`src/rtl/io_bus_arbiter_if.sv`:
```
// Bundled requester (m0/m1) and IO-slave (s_*) signals of the IO bus arbiter.
// The slave modport is the arbiter's view; master is the surrounding environment.
interface io_bus_arbiter_if #(
  parameter int unsigned DATA_W = 32,
  parameter int unsigned ADDR_W = 28
);
  logic              m0_valid;
  logic              m0_rw;
  logic [ADDR_W-1:0] m0_addr;
  logic [DATA_W-1:0] m0_wr;
  logic [DATA_W-1:0] m0_rd;
  logic              m0_ready;

  logic              m1_valid;
  logic              m1_rw;
  logic [ADDR_W-1:0] m1_addr;
  logic [DATA_W-1:0] m1_wr;
  logic [DATA_W-1:0] m1_rd;
  logic              m1_ready;

  logic              s_valid;
  logic              s_rw;
  logic [ADDR_W-1:0] s_addr;
  logic [DATA_W-1:0] s_wr;
  logic [DATA_W-1:0] s_rd;
  logic              s_ready;

  modport slave (
    input  m0_valid, m0_rw, m0_addr, m0_wr,
    output m0_rd, m0_ready,
    input  m1_valid, m1_rw, m1_addr, m1_wr,
    output m1_rd, m1_ready,
    output s_valid, s_rw, s_addr, s_wr,
    input  s_rd, s_ready
  );

  modport master (
    output m0_valid, m0_rw, m0_addr, m0_wr,
    input  m0_rd, m0_ready,
    output m1_valid, m1_rw, m1_addr, m1_wr,
    input  m1_rd, m1_ready,
    input  s_valid, s_rw, s_addr, s_wr,
    output s_rd, s_ready
  );
endinterface

```
`src/rtl/io_bus_arbiter.sv`:
```
// Round-robin arbiter sharing the IO slave port between CPU (m0) and NPU (m1).
// Optional slave no-response timeout enabled by defining IO_ARB_TIMEOUT_EN.
module io_bus_arbiter #(
  parameter int unsigned DATA_W         = 32,
  parameter int unsigned ADDR_W         = 28,
  parameter int unsigned TIMEOUT_CYCLES = 1024
) (
  input  logic             clk,
  input  logic             rst,
  io_bus_arbiter_if.slave  bus,
  output logic             grant,
  output logic             err
);

  typedef enum logic [1:0] {IDLE, BUSY, RELEASE} state_t;

  localparam logic [DATA_W-1:0] TIMEOUT_RD = DATA_W'(32'hDEADBEEF);

  state_t            state, state_nxt;
  logic              last_grant;
  logic              grant_q;
  logic              rw_q;
  logic [ADDR_W-1:0] addr_q;
  logic [DATA_W-1:0] wr_q;
  logic              req_any;
  logic              pick;
  logic              timeout;
  logic              done;
  logic [DATA_W-1:0] rd_resp;

  assign req_any = bus.m0_valid | bus.m1_valid;

  // On a tie the requester that did not win last time takes the bus.
  always_comb begin
    pick = 1'b0;
    if (bus.m0_valid && bus.m1_valid) pick = ~last_grant;
    else if (bus.m1_valid)            pick = 1'b1;
  end

`ifdef IO_ARB_TIMEOUT_EN
  logic [15:0] to_cnt;
  logic        err_q;

  assign timeout = (state == BUSY) && !bus.s_ready &&
                   (to_cnt == 16'(TIMEOUT_CYCLES - 1));

  always_ff @(posedge clk) begin
    if (rst) begin
      to_cnt <= '0;
      err_q  <= 1'b0;
    end else begin
      if (state == IDLE && req_any) to_cnt <= '0;
      else if (state == BUSY)       to_cnt <= to_cnt + 16'd1;
      if (timeout) err_q <= 1'b1;
    end
  end

  assign err = err_q;
`else
  logic unused_timeout_cfg;
  assign unused_timeout_cfg = (TIMEOUT_CYCLES != 0);
  assign timeout = 1'b0;
  assign err     = 1'b0;
`endif

  always_ff @(posedge clk) begin
    if (rst) state <= IDLE;
    else     state <= state_nxt;
  end

  always_comb begin
    state_nxt = state;
    unique case (state)
      IDLE:    if (req_any) state_nxt = BUSY;
      BUSY:    if (bus.s_ready || timeout) state_nxt = RELEASE;
      RELEASE: state_nxt = IDLE;
      default: state_nxt = IDLE;
    endcase
  end

  always_ff @(posedge clk) begin
    if (rst) begin
      last_grant <= 1'b1;
      grant_q    <= 1'b0;
      rw_q       <= 1'b0;
      addr_q     <= '0;
      wr_q       <= '0;
    end else if (state == IDLE && req_any) begin
      last_grant <= pick;
      grant_q    <= pick;
      rw_q       <= pick ? bus.m1_rw   : bus.m0_rw;
      addr_q     <= pick ? bus.m1_addr : bus.m0_addr;
      wr_q       <= pick ? bus.m1_wr   : bus.m0_wr;
    end
  end

  // Completion is gated by rst so an aborted transaction never pulses ready.
  assign done    = (state == BUSY) && (bus.s_ready || timeout) && !rst;
  assign rd_resp = bus.s_ready ? bus.s_rd : TIMEOUT_RD;

  always_comb begin
    bus.m0_ready = 1'b0;
    bus.m0_rd    = '0;
    bus.m1_ready = 1'b0;
    bus.m1_rd    = '0;
    if (done) begin
      if (grant_q) begin
        bus.m1_ready = 1'b1;
        bus.m1_rd    = rd_resp;
      end else begin
        bus.m0_ready = 1'b1;
        bus.m0_rd    = rd_resp;
      end
    end
  end

  assign bus.s_valid = (state == BUSY);
  assign bus.s_rw    = rw_q;
  assign bus.s_addr  = addr_q;
  assign bus.s_wr    = wr_q;
  assign grant       = grant_q;

endmodule

```
`src/flat_wrapper.sv`:
```
// flat-port wrapper written by rule: the top's interface ports become plain ports
module io_bus_arbiter_flat 
#(
  parameter int unsigned DATA_W         = 32,
  parameter int unsigned ADDR_W         = 28,
  parameter int unsigned TIMEOUT_CYCLES = 1024
)
  (clk, rst, grant, err, bus_m0_valid, bus_m0_rw, bus_m0_addr, bus_m0_wr, bus_m0_rd, bus_m0_ready, bus_m1_valid, bus_m1_rw, bus_m1_addr, bus_m1_wr, bus_m1_rd, bus_m1_ready, bus_s_valid, bus_s_rw, bus_s_addr, bus_s_wr, bus_s_rd, bus_s_ready);
  io_bus_arbiter_if #(.DATA_W(DATA_W), .ADDR_W(ADDR_W)) bus_i ();
  input  logic clk;
  input  logic rst;
  output logic grant;
  output logic err;
  input wire logic [$bits(bus_i.m0_valid)-1:0] bus_m0_valid;
  input wire logic [$bits(bus_i.m0_rw)-1:0] bus_m0_rw;
  input wire logic [$bits(bus_i.m0_addr)-1:0] bus_m0_addr;
  input wire logic [$bits(bus_i.m0_wr)-1:0] bus_m0_wr;
  output wire logic [$bits(bus_i.m0_rd)-1:0] bus_m0_rd;
  output wire logic [$bits(bus_i.m0_ready)-1:0] bus_m0_ready;
  input wire logic [$bits(bus_i.m1_valid)-1:0] bus_m1_valid;
  input wire logic [$bits(bus_i.m1_rw)-1:0] bus_m1_rw;
  input wire logic [$bits(bus_i.m1_addr)-1:0] bus_m1_addr;
  input wire logic [$bits(bus_i.m1_wr)-1:0] bus_m1_wr;
  output wire logic [$bits(bus_i.m1_rd)-1:0] bus_m1_rd;
  output wire logic [$bits(bus_i.m1_ready)-1:0] bus_m1_ready;
  output wire logic [$bits(bus_i.s_valid)-1:0] bus_s_valid;
  output wire logic [$bits(bus_i.s_rw)-1:0] bus_s_rw;
  output wire logic [$bits(bus_i.s_addr)-1:0] bus_s_addr;
  output wire logic [$bits(bus_i.s_wr)-1:0] bus_s_wr;
  input wire logic [$bits(bus_i.s_rd)-1:0] bus_s_rd;
  input wire logic [$bits(bus_i.s_ready)-1:0] bus_s_ready;
  assign bus_i.m0_valid = bus_m0_valid;
  assign bus_i.m0_rw = bus_m0_rw;
  assign bus_i.m0_addr = bus_m0_addr;
  assign bus_i.m0_wr = bus_m0_wr;
  assign bus_m0_rd = bus_i.m0_rd;
  assign bus_m0_ready = bus_i.m0_ready;
  assign bus_i.m1_valid = bus_m1_valid;
  assign bus_i.m1_rw = bus_m1_rw;
  assign bus_i.m1_addr = bus_m1_addr;
  assign bus_i.m1_wr = bus_m1_wr;
  assign bus_m1_rd = bus_i.m1_rd;
  assign bus_m1_ready = bus_i.m1_ready;
  assign bus_s_valid = bus_i.s_valid;
  assign bus_s_rw = bus_i.s_rw;
  assign bus_s_addr = bus_i.s_addr;
  assign bus_s_wr = bus_i.s_wr;
  assign bus_i.s_rd = bus_s_rd;
  assign bus_i.s_ready = bus_s_ready;
  io_bus_arbiter #(.DATA_W(DATA_W), .ADDR_W(ADDR_W), .TIMEOUT_CYCLES(TIMEOUT_CYCLES)) u_core (.clk(clk), .rst(rst), .bus(bus_i), .grant(grant), .err(err));
endmodule
```
`config.mk`:
```
export PLATFORM = sky130hd
export DESIGN_NAME = io_bus_arbiter_flat
export DESIGN_NICKNAME = d
export VERILOG_FILES = /design/src/rtl/io_bus_arbiter_if.sv /design/src/rtl/io_bus_arbiter.sv /design/src/flat_wrapper.sv
export SDC_FILE = /design/constraint.sdc
export NUM_CORES = 1
export LEC_CHECK = 0
export ABC_CLOCK_PERIOD_IN_PS = 3300
export CORE_AREA = 2 2 113 115
export CTS_CLUSTER_DIAMETER = 100
export DETAILED_ROUTE_END_ITERATION = 16
export DIE_AREA = 0 0 115 117
export PLACE_DENSITY = 0.75
export SLEW_MARGIN = 5
export SYNTH_ARGS = -nofsm -noshare
export SYNTH_HDL_FRONTEND = slang
export SYNTH_SLANG_ARGS = --single-unit
```
`constraint.sdc`:
```
create_clock -name clk -period 3.3 [get_ports clk]
set_clock_uncertainty 0.1 [all_clocks]
set_input_delay 0.66 -clock clk [delete_from_list [all_inputs] [get_ports clk]]
set_output_delay 0.66 -clock clk [all_outputs]
set_load 0.03 [all_outputs]
```
==> impl_metrics.json <==
{
  "grt_overflow_total": 0,
  "io-pin-count": 289,
  "clock_latency_ns": 0.32,
  "route.antenna.remaining_nets": 0,
  "yosys.cell_count.top_type": "sky130_fd_sc_hd__nand2_1",
  "mappedNetlistNets": 637,
  "cp.required_ns": 2.54,
  "post_cts_resize_count": 0,
  "drt_pass1_iterations": 5,
  "buffers_from_clock_root_to_sink_at_most": 2,
  "floorplan.die.height_um": 117,
  "hold_violations": 0,
  "setup_viol": 0,
  "post_synth.cell_area_avg_um2": 7.83,
  "worst_setup_path_end_kind": "primary output",
  "post_synth_main_area_contributors": "sky130_fd_sc_hd__dfxtp_1 (35%), sky130_fd_sc_hd__a311oi_2 (24%), sky130_fd_sc_hd__nand2_1 (13%)",
  "remaining_drc_errors": 0,
  "maximum_number_of_pins_on_one_net_before_global_route_repair": 67,
  "synth_enable_flop_cells": 0,
  "cts_tree": "built",
  "postLayoutCoreUtil_pct": 55.1,
  "arrival_ns": 2.18,
  "portBuffers": 287,
  "vias_per_cell": 5.04,
  "dpl.hpwl_mm": 10.4,
  "cts.htree.levels": 3,
  "timing.hold.ws_ns": 0.425,
  "final_design_instance_area_without_fill_mm2": 0.00678,
  "cts_sinks": 65,
  "max_freq_mhz": 341,
  "post_route_cells_drive_above_1_share_pct": 21.6,
  "tightest_pin_transition_ns": 1.08,
  "row_count": 41,
  "grt_pass1_wl_mm": 21.8,
  "final_max_slew_viol_count": 0,
  "asyncSetResetFlopFracSynth_pct": 0,
  "post-place-cells": 874,
  "synth-warning-count": 0,
  "place.gp.congestion": 0.842,
  "power_leakage_nw": 2.73,
  "floorplan.die_area_mm2": 0.0135,
  "synth_top_cell_area_share_pct": 34.8,
  "cts_setup_buffers": 0,
  "post_synth_cell_types": 24,
  "period_needed_ns": 2.94,
  "netlist_area_mm2": 0.00374,
  "critPathKind": "in -> out",
  "postPlaceCellArea_mm2": 0.00649,
  "core_region_area_mm2": 0.0123,
  "dieWidth_um": 115,
  "syn_to_final_growth_pct": 81.2,
  "outcome": "completed",
  "cts.clk_slew.worst_paths_ns": 0.05,
  "type_of_element_launching_the_critical_path": "input port",
  "route.detailed.wl_per_inst_um": 16.2,
  "power_density_mw_per_mm2": 430,
  "finalNetCount": 894,
  "holdBufCountCts": 0,
  "initialDrtViolationCount": 323,
  "detailed_route_wl_mm": 14.4,
  "cts_root_buf": "sky130_fd_sc_hd__clkbuf_16",
  "tritoncts.num_buffers": 9,
  "fin_crit_sh_pct": 89.0,
  "synth.ff_latch_count": 65,
  "critPathMaxFanout": 27,
  "grt_antenna_before_repair": 0,
  "post_synth_inst_count": 478,
  "synth-seq-area-share_pct": 34.8,
  "dominantRegCellSynth": "sky130_fd_sc_hd__dfxtp_1",
  "max_cap_violations": 0,
  "fin_tns_setup_ns": 0,
  "grt_setup_unrepaired": "false",
  "global_route_usage_sum_pct": 20.2,
  "irDropWorstVdd_uv": 230,
  "start_util_pct": 30.4,
  "via_count": 4486,
  "insertedDiodeCount": 0,
  "first_global_vias": 4382,
  "max_slew_margin_pct": 28.3,
  "synth_largest_area_cell": "sky130_fd_sc_hd__dfxtp_1",
  "min_path_type": "reg -> reg",
  "synth_top_cells_by_count": "sky130_fd_sc_hd__nand2_1 (132), sky130_fd_sc_hd__nor2_1 (90), sky130_fd_sc_hd__dfxtp_1 (65)",
  "layout.cells.non_filler": 890
}
==> cell usage in the layout (no fill, tap or decap) <==
cell | netlist | layout
sky130_fd_sc_hd__clkdlybuf4s50_1 | 0 | 220
sky130_fd_sc_hd__nand2_1 | 132 | 132
sky130_fd_sc_hd__nor2_1 | 90 | 89
sky130_fd_sc_hd__buf_4 | 3 | 75
sky130_fd_sc_hd__dfxtp_1 | 65 | 65
sky130_fd_sc_hd__a21oi_1 | 63 | 63
sky130_fd_sc_hd__a311oi_2 | 60 | 60
sky130_fd_sc_hd__clkbuf_16 | 0 | 9
sky130_fd_sc_hd__clkinv_2 | 0 | 4
sky130_fd_sc_hd__buf_12 | 0 | 3
sky130_fd_sc_hd__inv_1 | 2 | 2
sky130_fd_sc_hd__a21bo_2 | 2 | 2
sky130_fd_sc_hd__nor2b_1 | 1 | 1
sky130_fd_sc_hd__and4bb_2 | 1 | 1
sky130_fd_sc_hd__clkinv_1 | 1 | 1
sky130_fd_sc_hd__nand2b_1 | 1 | 1
sky130_fd_sc_hd__nor2_4 | 0 | 1
sky130_fd_sc_hd__or2_2 | 0 | 1
sky130_fd_sc_hd__and2_4 | 1 | 1
sky130_fd_sc_hd__a21boi_4 | 0 | 1
sky130_fd_sc_hd__a311oi_1 | 1 | 1
sky130_fd_sc_hd__and3_1 | 1 | 1
sky130_fd_sc_hd__o21bai_1 | 1 | 1
sky130_fd_sc_hd__a22oi_1 | 1 | 1
sky130_fd_sc_hd__conb_1 | 1 | 1
sky130_fd_sc_hd__bufinv_16 | 0 | 1
sky130_fd_sc_hd__clkinv_4 | 0 | 1
sky130_fd_sc_hd__clkbuf_1 | 27 | 1
==> routing by layer <==
| layer | wire [µm] | GRT usage [%] |
|---|---|---|
| met1 | 5310 | 22.2 |
| met2 | 7510 | 36.7 |
| met3 | 1200 | 4.84 |
| met4 | 387 | 9.88 |
| met5 | 0 | 0 |
==> worst paths after layout <==
path	cells past startpoint	end	slack (ns)	startpoint
min	2	u_core.bus.s_wr[6]	0.43	u_core.bus.s_wr[6]
max reg2reg	3	u_core.bus.s_addr[24]	1.46	u_core.state[1]
min reg2reg	2	u_core.bus.s_wr[6]	0.43	u_core.bus.s_wr[6]
max	6	bus_m0_rd[5]	0.36	bus_s_ready
==> state kept, by name, summed over array words and instances (netlist names) <==
register           flops
u_core.bus.s_addr     28
u_core.bus.s_rw        1
u_core.bus.s_wr       32
u_core.grant           1
u_core.last_grant      1
u_core.state           2
==> critical path, cell delays in order <==
cell and delay, ns:
sky130_fd_sc_hd__clkdlybuf4s50_1 0.53, sky130_fd_sc_hd__and4bb_2 0.28, sky130_fd_sc_hd__nand2b_1 0.19, sky130_fd_sc_hd__buf_12 0.23
sky130_fd_sc_hd__nor2_1 0.11, sky130_fd_sc_hd__buf_4 0.17
==> cell families after synthesis <==
family | count (synthesis) | synth area share [%]
buffers and inverters | 55 | 7.69
other | 1 | 0.100
AND/OR/NAND/NOR | 228 | 23.5
AO/OA/AOI/OAI | 129 | 34.0
flip-flops | 65 | 34.8
==> stage by stage <==
stage	power, W	setup WS, ns
6_report	0.00292	0.365
5_1_grt	0.00305	0.267
4_1_cts	0.00294	0.349
3_5_place_dp	0.00201	0.360
3_3_place_gp	0.00199	0.435
2_1_floorplan	0.00155	0.714
==> area by class of cell <==
type | instances | area (µm²)
clock buffers | 10 | 229
clock inverters | 6 | 58.8
fillers | 1133 | 5530
inverters | 3 | 11.3
multi-input cells | 358 | 2170
flip-flops and latches | 65 | 1300
well taps | 150 | 188
repair buffers | 298 | 2830
==> report_power, final <==
group	switching [W]	internal (W)	total, W
Combinational	0.000571	0.000486	0.00106
Sequential	0.0000504	0.000879	0.000929
Clock	0.000350	0.000580	0.000931
Total	0.000972	0.00195	0.00292
Power figures use the tool's default switching activity.
